[src/rtl/rom_ddr_responder_pkg.sv]
// Shared types and helpers for the ROM-to-DDRAM responder.
// Latency: n/a (declarations only).
// Backpressure: n/a.
package rom_ddr_pkg;

  // Responder control states
  typedef enum logic [1:0] {
    ST_IDLE     = 2'd0,
    ST_WR_ISSUE = 2'd1,
    ST_RD_ISSUE = 2'd2,
    ST_RD_WAIT  = 2'd3
  } state_t;

  // Every DDRAM access is a single 64-bit beat
  localparam logic [7:0] BURST_ONE = 8'd1;

  // Byte-enable pair for 16-bit word w of a 64-bit line
  function automatic logic [7:0] be_of(logic [1:0] w);
    return 8'b0000_0011 << {w, 1'b0};
  endfunction

  // Extract 16-bit word w of a 64-bit line (word 0 = bits 15:0)
  function automatic logic [15:0] word_of(logic [63:0] line, logic [1:0] w);
    return line[{w, 4'b0000} +: 16];
  endfunction

endpackage

[src/rtl/rom_ddr_responder_if.sv]
// DDRAM Avalon-style command/data bundle between the responder and memory.
// Latency: n/a (wires only).
// Backpressure: DDRAM_BUSY stalls an asserted RD/WE command.
interface rom_ddr_responder_if;

  logic        DDRAM_BUSY;
  logic [7:0]  DDRAM_BURSTCNT;
  logic [28:0] DDRAM_ADDR;
  logic [63:0] DDRAM_DOUT;
  logic        DDRAM_DOUT_READY;
  logic        DDRAM_RD;
  logic [63:0] DDRAM_DIN;
  logic [7:0]  DDRAM_BE;
  logic        DDRAM_WE;

  // Command issuer (the responder)
  modport master (
    input  DDRAM_BUSY,
    input  DDRAM_DOUT,
    input  DDRAM_DOUT_READY,
    output DDRAM_BURSTCNT,
    output DDRAM_ADDR,
    output DDRAM_RD,
    output DDRAM_DIN,
    output DDRAM_BE,
    output DDRAM_WE
  );

  // Memory controller side
  modport slave (
    output DDRAM_BUSY,
    output DDRAM_DOUT,
    output DDRAM_DOUT_READY,
    input  DDRAM_BURSTCNT,
    input  DDRAM_ADDR,
    input  DDRAM_RD,
    input  DDRAM_DIN,
    input  DDRAM_BE,
    input  DDRAM_WE
  );

endinterface

[src/rtl/rom_ddr_responder.sv]
// Toggle req/ack ROM port served from 64-bit DDRAM with a one-line read cache.
// Latency: cache hit 1 cycle; write >=2 cycles; read miss >=3 cycles.
// Backpressure: DDRAM_BUSY holds RD/WE and the command until accepted.
module rom_ddr_responder
  import rom_ddr_pkg::*;
#(
  parameter logic [28:0] BASE = 29'h0600000
) (
  input  logic        clk_ram,
  input  logic        reset_n,
  input  logic [24:0] wraddr,
  input  logic [15:0] din,
  input  logic        we_req,
  output logic        we_ack,
  input  logic [22:1] rdaddr,
  output logic [15:0] dout,
  input  logic        rd_req,
  output logic        rd_ack,
  rom_ddr_responder_if.master ddr
);

  state_t      state_q, state_d;
  logic        we_ack_q, we_ack_d;
  logic        rd_ack_q, rd_ack_d;
  logic [15:0] dout_q, dout_d;
  logic        rd_q, rd_d;
  logic        we_q, we_d;
  logic [28:0] addr_q, addr_d;
  logic [63:0] din_q, din_d;
  logic [7:0]  be_q, be_d;
  logic [63:0] cache_dat_q, cache_dat_d;
  logic [19:0] cache_tag_q, cache_tag_d;
  logic        cache_vld_q, cache_vld_d;

  logic        wr_pend;
  logic        rd_pend;
  logic        rd_hit;
  logic        wr_hit;

  // Byte address bit 0 is meaningless for 16-bit writes
  logic        unused_wraddr_b0;
  assign unused_wraddr_b0 = wraddr[0];

  assign wr_pend = (we_req != we_ack_q);
  assign rd_pend = (rd_req != rd_ack_q);
  assign rd_hit  = cache_vld_q && (cache_tag_q == rdaddr[22:3]);
  // Cache only holds lines in the read window, so upper write bits must be zero
  assign wr_hit  = cache_vld_q && ({2'b00, cache_tag_q} == wraddr[24:3]);

  // Next-state and next-output logic; every register holds by default
  always_comb begin
    state_d     = state_q;
    we_ack_d    = we_ack_q;
    rd_ack_d    = rd_ack_q;
    dout_d      = dout_q;
    rd_d        = rd_q;
    we_d        = we_q;
    addr_d      = addr_q;
    din_d       = din_q;
    be_d        = be_q;
    cache_dat_d = cache_dat_q;
    cache_tag_d = cache_tag_q;
    cache_vld_d = cache_vld_q;

    case (state_q)
      ST_IDLE: begin
        // Writes win so loader traffic cannot be starved by core fetches
        if (wr_pend) begin
          addr_d  = BASE | {7'd0, wraddr[24:3]};
          din_d   = {4{din}};
          be_d    = be_of(wraddr[2:1]);
          we_d    = 1'b1;
          state_d = ST_WR_ISSUE;
        end else if (rd_pend) begin
          if (rd_hit) begin
            dout_d   = word_of(cache_dat_q, rdaddr[2:1]);
            rd_ack_d = ~rd_ack_q;
          end else begin
            addr_d  = BASE | {9'd0, rdaddr[22:3]};
            rd_d    = 1'b1;
            state_d = ST_RD_ISSUE;
          end
        end
      end

      ST_WR_ISSUE: begin
        if (!ddr.DDRAM_BUSY) begin
          we_d     = 1'b0;
          we_ack_d = ~we_ack_q;
          // Keep the cached line coherent with what memory now holds
          if (wr_hit) begin
            cache_dat_d[{wraddr[2:1], 4'b0000} +: 16] = din;
          end
          state_d = ST_IDLE;
        end
      end

      ST_RD_ISSUE: begin
        if (!ddr.DDRAM_BUSY) begin
          rd_d    = 1'b0;
          state_d = ST_RD_WAIT;
        end
      end

      ST_RD_WAIT: begin
        if (ddr.DDRAM_DOUT_READY) begin
          cache_dat_d = ddr.DDRAM_DOUT;
          cache_tag_d = rdaddr[22:3];
          cache_vld_d = 1'b1;
          dout_d      = word_of(ddr.DDRAM_DOUT, rdaddr[2:1]);
          rd_ack_d    = ~rd_ack_q;
          state_d     = ST_IDLE;
        end
      end

      default: state_d = ST_IDLE;
    endcase
  end

  // State and output registers with synchronous active-low reset
  always_ff @(posedge clk_ram) begin
    if (!reset_n) begin
      state_q     <= ST_IDLE;
      we_ack_q    <= 1'b0;
      rd_ack_q    <= 1'b0;
      dout_q      <= 16'd0;
      rd_q        <= 1'b0;
      we_q        <= 1'b0;
      addr_q      <= BASE;
      din_q       <= 64'd0;
      be_q        <= 8'd0;
      cache_dat_q <= 64'd0;
      cache_tag_q <= 20'd0;
      cache_vld_q <= 1'b0;
    end else begin
      state_q     <= state_d;
      we_ack_q    <= we_ack_d;
      rd_ack_q    <= rd_ack_d;
      dout_q      <= dout_d;
      rd_q        <= rd_d;
      we_q        <= we_d;
      addr_q      <= addr_d;
      din_q       <= din_d;
      be_q        <= be_d;
      cache_dat_q <= cache_dat_d;
      cache_tag_q <= cache_tag_d;
      cache_vld_q <= cache_vld_d;
    end
  end

  assign we_ack              = we_ack_q;
  assign rd_ack              = rd_ack_q;
  assign dout                = dout_q;
  assign ddr.DDRAM_BURSTCNT  = BURST_ONE;
  assign ddr.DDRAM_ADDR      = addr_q;
  assign ddr.DDRAM_RD        = rd_q;
  assign ddr.DDRAM_DIN       = din_q;
  assign ddr.DDRAM_BE        = be_q;
  assign ddr.DDRAM_WE        = we_q;

endmodule

[src/flat_wrapper.sv]
// flat-port wrapper written by rule: the top's interface ports become plain ports
module rom_ddr_responder_flat import rom_ddr_pkg::*;
#(
  parameter logic [28:0] BASE = 29'h0600000
)
  (clk_ram, reset_n, wraddr, din, we_req, we_ack, rdaddr, dout, rd_req, rd_ack, ddr_DDRAM_BUSY, ddr_DDRAM_DOUT, ddr_DDRAM_DOUT_READY, ddr_DDRAM_BURSTCNT, ddr_DDRAM_ADDR, ddr_DDRAM_RD, ddr_DDRAM_DIN, ddr_DDRAM_BE, ddr_DDRAM_WE);
  rom_ddr_responder_if ddr_i ();
  input  logic clk_ram;
  input  logic reset_n;
  input  logic [24:0] wraddr;
  input  logic [15:0] din;
  input  logic we_req;
  output logic we_ack;
  input  logic [22:1] rdaddr;
  output logic [15:0] dout;
  input  logic rd_req;
  output logic rd_ack;
  input wire logic [$bits(ddr_i.DDRAM_BUSY)-1:0] ddr_DDRAM_BUSY;
  input wire logic [$bits(ddr_i.DDRAM_DOUT)-1:0] ddr_DDRAM_DOUT;
  input wire logic [$bits(ddr_i.DDRAM_DOUT_READY)-1:0] ddr_DDRAM_DOUT_READY;
  output wire logic [$bits(ddr_i.DDRAM_BURSTCNT)-1:0] ddr_DDRAM_BURSTCNT;
  output wire logic [$bits(ddr_i.DDRAM_ADDR)-1:0] ddr_DDRAM_ADDR;
  output wire logic [$bits(ddr_i.DDRAM_RD)-1:0] ddr_DDRAM_RD;
  output wire logic [$bits(ddr_i.DDRAM_DIN)-1:0] ddr_DDRAM_DIN;
  output wire logic [$bits(ddr_i.DDRAM_BE)-1:0] ddr_DDRAM_BE;
  output wire logic [$bits(ddr_i.DDRAM_WE)-1:0] ddr_DDRAM_WE;
  assign ddr_i.DDRAM_BUSY = ddr_DDRAM_BUSY;
  assign ddr_i.DDRAM_DOUT = ddr_DDRAM_DOUT;
  assign ddr_i.DDRAM_DOUT_READY = ddr_DDRAM_DOUT_READY;
  assign ddr_DDRAM_BURSTCNT = ddr_i.DDRAM_BURSTCNT;
  assign ddr_DDRAM_ADDR = ddr_i.DDRAM_ADDR;
  assign ddr_DDRAM_RD = ddr_i.DDRAM_RD;
  assign ddr_DDRAM_DIN = ddr_i.DDRAM_DIN;
  assign ddr_DDRAM_BE = ddr_i.DDRAM_BE;
  assign ddr_DDRAM_WE = ddr_i.DDRAM_WE;
  rom_ddr_responder #(.BASE(BASE)) u_core (.clk_ram(clk_ram), .reset_n(reset_n), .wraddr(wraddr), .din(din), .we_req(we_req), .we_ack(we_ack), .rdaddr(rdaddr), .dout(dout), .rd_req(rd_req), .rd_ack(rd_ack), .ddr(ddr_i));
endmodule
[config.mk]
export PLATFORM = sky130hd
export DESIGN_NAME = rom_ddr_responder_flat
export DESIGN_NICKNAME = d
export VERILOG_FILES = /design/src/rtl/rom_ddr_responder_pkg.sv /design/src/rtl/rom_ddr_responder_if.sv /design/src/rtl/rom_ddr_responder.sv /design/src/flat_wrapper.sv
export SDC_FILE = /design/constraint.sdc
export NUM_CORES = 1
export LEC_CHECK = 0
export ABC_AREA = 1
export CAP_MARGIN = 20
export CORE_ASPECT_RATIO = 1.25
export CORE_UTILIZATION = 50
export CTS_CLUSTER_SIZE = 40
export DETAILED_ROUTE_END_ITERATION = 8
export PLACE_DENSITY = 0.92
export SYNTH_ARGS = -nofsm -noshare
export SYNTH_HDL_FRONTEND = slang
export SYNTH_SLANG_ARGS = --single-unit
[constraint.sdc]
create_clock -name clk_ram -period 2.4 [get_ports clk_ram]
set_input_delay 0.24 -clock clk_ram [delete_from_list [all_inputs] [get_ports clk_ram]]
set_output_delay 0.24 -clock clk_ram [all_outputs]
set_load 0.01 [all_outputs]
==> flow_summary.yaml, run 1 <==
outcome:
  status: "finished, final reports clean"
floorplan:
  chipHeight_um: 159
  die_area_um2: 20300
  initial_core_util: 0.508
  die_w_um: 128
  io_pins: 262
  fp.coreArea_um2: 19400
  rows: 57
final_layout:
  area_growth_pct: 28.7
  final_nets: 1893
  drive_above_1_share: 0.0661
  antenna_cells: 0
setup_path:
  slowest_delay_ns: 0.47
  r2r_cells: 9
  crit_chain: "nand2_2 -> inv_4 -> buf_12 -> nand2_1 -> o211ai_1 -> nand3_1 -> nand2_1 -> nor2_1 -> nor2_1"
  crit_cells: 9
  cp_top_family: "simple AND/OR/NAND/NOR gates"
  critPathCaptureType: "flip-flop"
  critPathSlowestCell: "dfxtp_1"
  critical_path_class: "flip-flop to flip-flop"
  cp_max_fo: 71
  cp-start-kind: "flip-flop"
  cp_num_buf_inv: 2
  critPathArrivalTime_ns: 2.38
  required_ns: 2.77
yosys:
  synthSimpleGateAreaFrac: 0.338
  yosys_warnings: 0
  synth_compound_area_frac: 0.143
  synth.area.mux_share: 0
  synth-edff-count: 0
  synthArstFlopShare: 0
  ys_seq_area_frac: 0.301
  syn_area_um2: 9850
  synth_seq_cells: 148
  synth_cell_types: 34
  synth_top_family_by_area: "simple AND/OR/NAND/NOR gates"
  synthCells: 1603
  synthAdderAreaFrac: 0.00508
  synth-xor-area-share: 0.0107
  synth_ff_type: "dfxtp_1"
  postSynthAreaPerCell_um2: 6.15
clocking:
  cts_resized: 0
  tritoncts: "yes"
  cts_hold_buf: 0
  postCtsSetupBuffers: 0
  root_buffer: "clkbuf_16"
  worstSkewPairLatency_ns: 0.44
  htreeDepth: 4
  numClockSinks: 148
  cts_buffers: 17
  clockBufferDepth: 2
  clkTransAtPathRegs_ns: 0.07
detailed_routing:
  vias_per_cell: 5.48
  first_iter_violations: 1161
  wl_per_cell_um: 16.5
  routed_wirelength_um: 33500
  wl_met3_um: 3270
  dr.max_layer_used: "met5"
  vias: 11100
  drtPass1Iterations: 7
  final_antenna_net_count: 0
  wirelength_met1_um: 12400
  wl_met2_um: 15600
  drc: 0
power:
  finalPower_w: 0.0106
  ir_worst_vdd_mv: 0.553
  power.density_nw_per_um2: 840
  leakagePower_nw: 5.76
sta:
  fin_worst_skew_ns: 0.0161
  maxSlewViolCount: 0
  rsz0062_at_grt: "false"
  hold_viol_final: 0
  fin_crit_sh: 0.835
  slew_headroom: 0.440
  setup_tns_ns: 0
  final-setup-viol-count: 0
  finalCriticalPeriod_ns: 2.00
  worst_pin_slew_ns: 0.840
  fmax_ghz: 0.499
grt:
  antenna_found_initial: 2
  grt_pass1_wl_um: 51800
  gr-usage-all-layers: 0.327
  gr-total-overflow: 0
  first_global_vias: 10100
  grt_start_max_net_pins: 104
place:
  dpl.hpwl_um: 23700
  io_buffers: 244
  routabilityCongestion: 0.958
hold_path:
  hp-class: "primary input to flip-flop"
  min_path_cells: 4
job:
  max_cap_violations: 0
==> worst reg2reg max path: cells and delay by family, from the launching register on <==
| family | cells | cell delay (ns) |
|---|---|---|
| AO/OA/AOI/OAI | 1 | 0.17 |
| flip-flops | 1 | 0.47 |
| buffers and inverters | 2 | 0.39 |
| AND/OR/NAND/NOR | 6 | 0.90 |
==> kinds of logic after synthesis <==
family                     Yosys count
DFF                                148
and+or+nand+nor                    783
other                                2
AOI/OAI and AO/OA                  226
buffers and inverters              428
xor gates and xnor gates            12
adders and majority gates            4
==> layout by cell type, fill, tap and decap left out, types with 5 or more instances in the layout <==
cell | netlist | routed
a21boi_0 | 14 | 14
a21oi_1 | 67 | 67
a31oi_1 | 20 | 20
a32oi_1 | 15 | 15
buf_4 | 70 | 36
clkbuf_16 | 0 | 17
clkdlybuf4s50_1 | 0 | 243
conb_1 | 2 | 16
dfxtp_1 | 148 | 148
inv_1 | 232 | 232
inv_2 | 29 | 28
inv_6 | 0 | 5
nand2_1 | 459 | 459
nand3_1 | 99 | 99
nand4_1 | 66 | 66
nor2_1 | 143 | 142
o211ai_1 | 64 | 64
o21ai_0 | 45 | 45
xor2_1 | 8 | 8
==> stage by stage <==
stage	hold slack, ns	utilization	area [µm²]	instances	setup slack (ns)
5_1_grt	0.390	0.654	12700	2034	0.301
3_5_place_dp	0.477	0.620	12000	2002	0.133
3_3_place_gp	0.453	0.620	12000	2002	0.188
6_report	0.355	0.654	12700	2034	0.395
4_1_cts	0.381	0.654	12700	2034	0.451
2_1_floorplan	0.407	-	9900	1617	0.398
==> layer usage <==
layer,GRT usage,vias up
met5,0,-
met4,0.218,4
met3,0.0685,127
met2,0.529,671
met1,0.387,5039
li1,-,5301
==> final timing paths <==
check / from / endpoint / slack (ns)
worst min-delay path: reset_n / u_core.rd_ack$_SDFFE_PN0P_ / 0.35
worst max register to register: u_core.state_q[0]$_SDFFE_PN0P_ / u_core.dout[4]$_SDFFE_PN0P_ / 0.40
worst max-delay path: u_core.state_q[0]$_SDFFE_PN0P_ / u_core.dout[4]$_SDFFE_PN0P_ / 0.40
worst min register to register: u_core.ddr.DDRAM_ADDR[6]$_SDFFE_PN0P_ / u_core.ddr.DDRAM_ADDR[6]$_SDFFE_PN0P_ / 0.48
==> report_power, final <==
part           internal [W]  switching, W  leakage, nW
logic               0.00189       0.00261         4.24
clock network       0.00172       0.00123        0.317
registers           0.00289      0.000307         1.20
==> cell type report <==
class / instances / area [µm²]
Fill cell: 1660 / 6720
Timing Repair Buffer: 284 / 2790
Multi-Input combinational cell: 1041 / 4960
Inverter: 264 / 998
Clock inverter: 14 / 204
Clock buffer: 18 / 439
Sequential cell: 148 / 2960
Tap cell: 265 / 332
==> registers in the layout (all words and copies together) (netlist names) <==
signal / count
u_core.cache_dat_q: 64
u_core.ddr.DDRAM_RD: 1
u_core.rd_ack: 1
u_core.cache_tag_q: 20
u_core.ddr.DDRAM_ADDR: 21
u_core.we_ack: 1
u_core.ddr.DDRAM_DIN: 16
u_core.ddr.DDRAM_BE: 4
u_core.dout: 16
u_core.cache_vld_q: 1
u_core.ddr.DDRAM_WE: 1
u_core.state_q: 2
==> synthesized netlist by cell type (6+ instances only) <==
cell / count / area share
a21boi_0: 14 / 0.011
a21oi_1: 67 / 0.034
a31oi_1: 20 / 0.013
a32oi_1: 15 / 0.013
buf_1: 6 / 0.0023
buf_2: 31 / 0.016
buf_4: 70 / 0.053
buf_6: 10 / 0.011
clkbuf_1: 47 / 0.018
dfxtp_1: 148 / 0.30
inv_1: 232 / 0.088
inv_2: 29 / 0.011
nand2_1: 459 / 0.17
nand3_1: 99 / 0.050
nand4_1: 66 / 0.042
nor2_1: 143 / 0.054
o211ai_1: 64 / 0.049
o21ai_0: 45 / 0.023
xor2_1: 8 / 0.0071
(Power assumes the default switching activity.)
==> run 2, diff against run 1 <==
--- a/config.mk
+++ b/config.mk
@@ -8,10 +8,10 @@
 export ABC_AREA = 1
 export CAP_MARGIN = 20
 export CORE_ASPECT_RATIO = 1.25
-export CORE_UTILIZATION = 50
+export CORE_UTILIZATION = 45
 export CTS_CLUSTER_SIZE = 40
 export DETAILED_ROUTE_END_ITERATION = 8
-export PLACE_DENSITY = 0.92
+export PLACE_DENSITY = 0.88
 export SYNTH_ARGS = -nofsm -noshare
 export SYNTH_HDL_FRONTEND = slang
 export SYNTH_SLANG_ARGS = --single-unit
==> constraint.sdc (replaced) <==
create_clock -name clk_ram -period 1.79 [get_ports clk_ram]
set_input_delay 0.179 -clock clk_ram [delete_from_list [all_inputs] [get_ports clk_ram]]
set_output_delay 0.179 -clock clk_ram [all_outputs]
set_load 0.01 [all_outputs]
==> run 2 against run 1 <==
Power rose by 44%. Critical path type unchanged. The run now ends with setup timing left. Clock power increased by 27%. Sequential power is 34% higher. Fmax rose by 8.1%. Global-route usage down 0.54 points. Die area is 11% higher. Final cell count grew 5.3%. Register-to-register slack got worse by 0.46 ns. Clock skew decreased by 0.0011 ns. Highest routed layer is now met4. Wire length grew 16%. Critical path depth is 1 higher. Non-clock buffer count is 89 higher.
==> flow_summary.yaml, run 2 (synthesis results as in run 1) <==
final_layout:
  final_cell_mix: "nand2_1 (418), clkdlybuf4s50_1 (242), inv_1 (217)"
  area_growth_pct: 41.5
  antenna_cells: 0
  layout_commonest_cell: "nand2_1"
  final_nets: 1988
  largest_reg_flops: 64
  fin_util: 0.649
  drive_above_1_share: 0.164
  top_register: "u_core.cache_dat_q"
detailed_routing:
  vias: 11900
  routed_wirelength_um: 38900
  drtPass1Iterations: 8
  drc: 0
  first_iter_violations: 1524
  final_antenna_net_count: 0
  vias_per_cell: 5.57
  wl_per_cell_um: 18.2
grt:
  grt_pass1_wl_um: 56000
  gr-total-overflow: 0
  grt_start_max_net_pins: 81
  antenna_found_initial: 0
  first_global_vias: 10600
  gr-usage-all-layers: 0.321
sta:
  worst_pin_slew_ns: 0.583
  fin_worst_skew_ns: 0.0150
  slew_headroom: 0.609
  layout_setup_ws_ns: -0.0636
  rsz0062_at_grt: "true"
  final-setup-viol-count: 34
  setup_tns_ns: -0.513
  fin_crit_sh: 1.04
  maxSlewViolCount: 0
  fmax_ghz: 0.540
  finalCriticalPeriod_ns: 1.85
  hold_viol_final: 0
  hold_slack_ns: 0.282
setup_path:
  critical_path_class: "flip-flop to flip-flop"
  critPathLaunch: "u_core.cache_tag_q[12]$_SDFFE_PN0P_"
  cp-start-kind: "flip-flop"
  critPathSlowestCell: "dfxtp_2"
  required_ns: 2.12
  slowest_delay_ns: 0.33
  r2r_start: "u_core.cache_tag_q[12]$_SDFFE_PN0P_"
  critPathCaptureType: "flip-flop"
  cp_max_fo: 9
  rrSetupSlack_ns: -0.06
  crit_chain: "xor2_1 -> nor2_2 -> nand2_1 -> nor2_2 -> nand3_4 -> nand2_8 -> buf_12 -> nand4_1 -> nand2_1 -> nor2_1"
  critPathArrivalTime_ns: 2.18
power:
  ir_worst_vdd_mv: 0.786
  finalPower_w: 0.0153
  leakagePower_nw: 6.29
  power.density_nw_per_um2: 1100
clocking:
  htreeDepth: 4
  cts_buffers: 17
  worstSkewPairLatency_ns: 0.43
  numClockSinks: 148
  clkTransAtPathRegs_ns: 0.07
  clockBufferDepth: 2
  tritoncts: "yes"
  root_buffer: "clkbuf_16"
place:
  routabilityCongestion: 0.966
  dpl.hpwl_um: 26000
  io_buffers: 244
floorplan:
  rows: 60
  chipHeight_um: 167
  fp.coreArea_um2: 21500
  die_area_um2: 22500
  die_w_um: 134
  io_pins: 262
  initial_core_util: 0.459
hold_path:
  hp-class: "primary input to flip-flop"
  hp-start: "reset_n"
outcome:
  status: "finished with violations"
  violations: "setup timing"
job:
  max_cap_violations: 0
-- run 2: cell types whose count changed in the layout (fill, tap and decap cells not counted), sizes merged --
| cell | previous run | this run |
|---|---|---|
| nand3 | 104 | 108 |
| dlymetal6s2s | 0 | 1 |
| clkbuf | 18 | 24 |
| clkinv | 3 | 5 |
| inv | 272 | 266 |
| clkinvlp | 0 | 1 |
| clkdlybuf4s50 | 243 | 242 |
| nand2 | 462 | 464 |
| buf | 41 | 125 |
-- run 2: area by class of cell --
cell class	count	area, µm²
Multi-Input combinational cell	1047	5300
Inverter	264	1000
Tap cell	279	349
Clock buffer	19	443
Sequential cell	148	2980
Clock inverter	11	151
Timing Repair Buffer	373	3720
Fill cell	1790	7530
-- run 2: worst max-delay path: cells and delay by family, from the launching register on --
family,cells,cell delay (ns)
buf+inv,1,0.15
simple gates,8,1.09
flops,1,0.33
xor+xnor,1,0.17
-- run 2: final timing paths --
path              cells past startpoint                                  end
hold reg to reg                       2     u_core.ddr.DDRAM_WE$_SDFFE_PN0P_
setup / recovery                     10  u_core.cache_dat_q[11]$_SDFFE_PN0P_
setup reg to reg                     10  u_core.cache_dat_q[11]$_SDFFE_PN0P_
hold / removal                        4           u_core.rd_ack$_SDFFE_PN0P_
-- run 2: what timing repair did --
action	4_1_cts	5_1_grt
resized for setup	18	108
cloned	6	6
setup buffers	0	4
pin swaps	6	30
hold buffers	0	0
endpoints found under the setup margin	64	104
-- run 2: power breakdown --
group / switching [W] / internal (W) / leakage [nW]
clock network: 0.00151 / 0.00223 / 0.290
logic: 0.00406 / 0.00322 / 4.79
registers: 0.000401 / 0.00388 / 1.21
-- run 2: metrics by stage --
stage                     cells  worst slack (ns)  instance area, µm²
after detailed placement   2095            -0.437               12800
after CTS                  2131          -0.00723               13500
final                      2141           -0.0636               13900
after global placement     2095            -0.415               12800
after global routing       2141            -0.136               13900
after floorplan            1617            0.0296                9910
-- run 2: per-layer routing --
metal / wire length, µm / global-route usage / up-vias
met4: 2720 / 0.196 / 0
li1: - / - / 5518
met3: 4730 / 0.0684 / 201
met2: 18200 / 0.539 / 867
met1: 13300 / 0.372 / 5340
met5: 0 / 0 / -
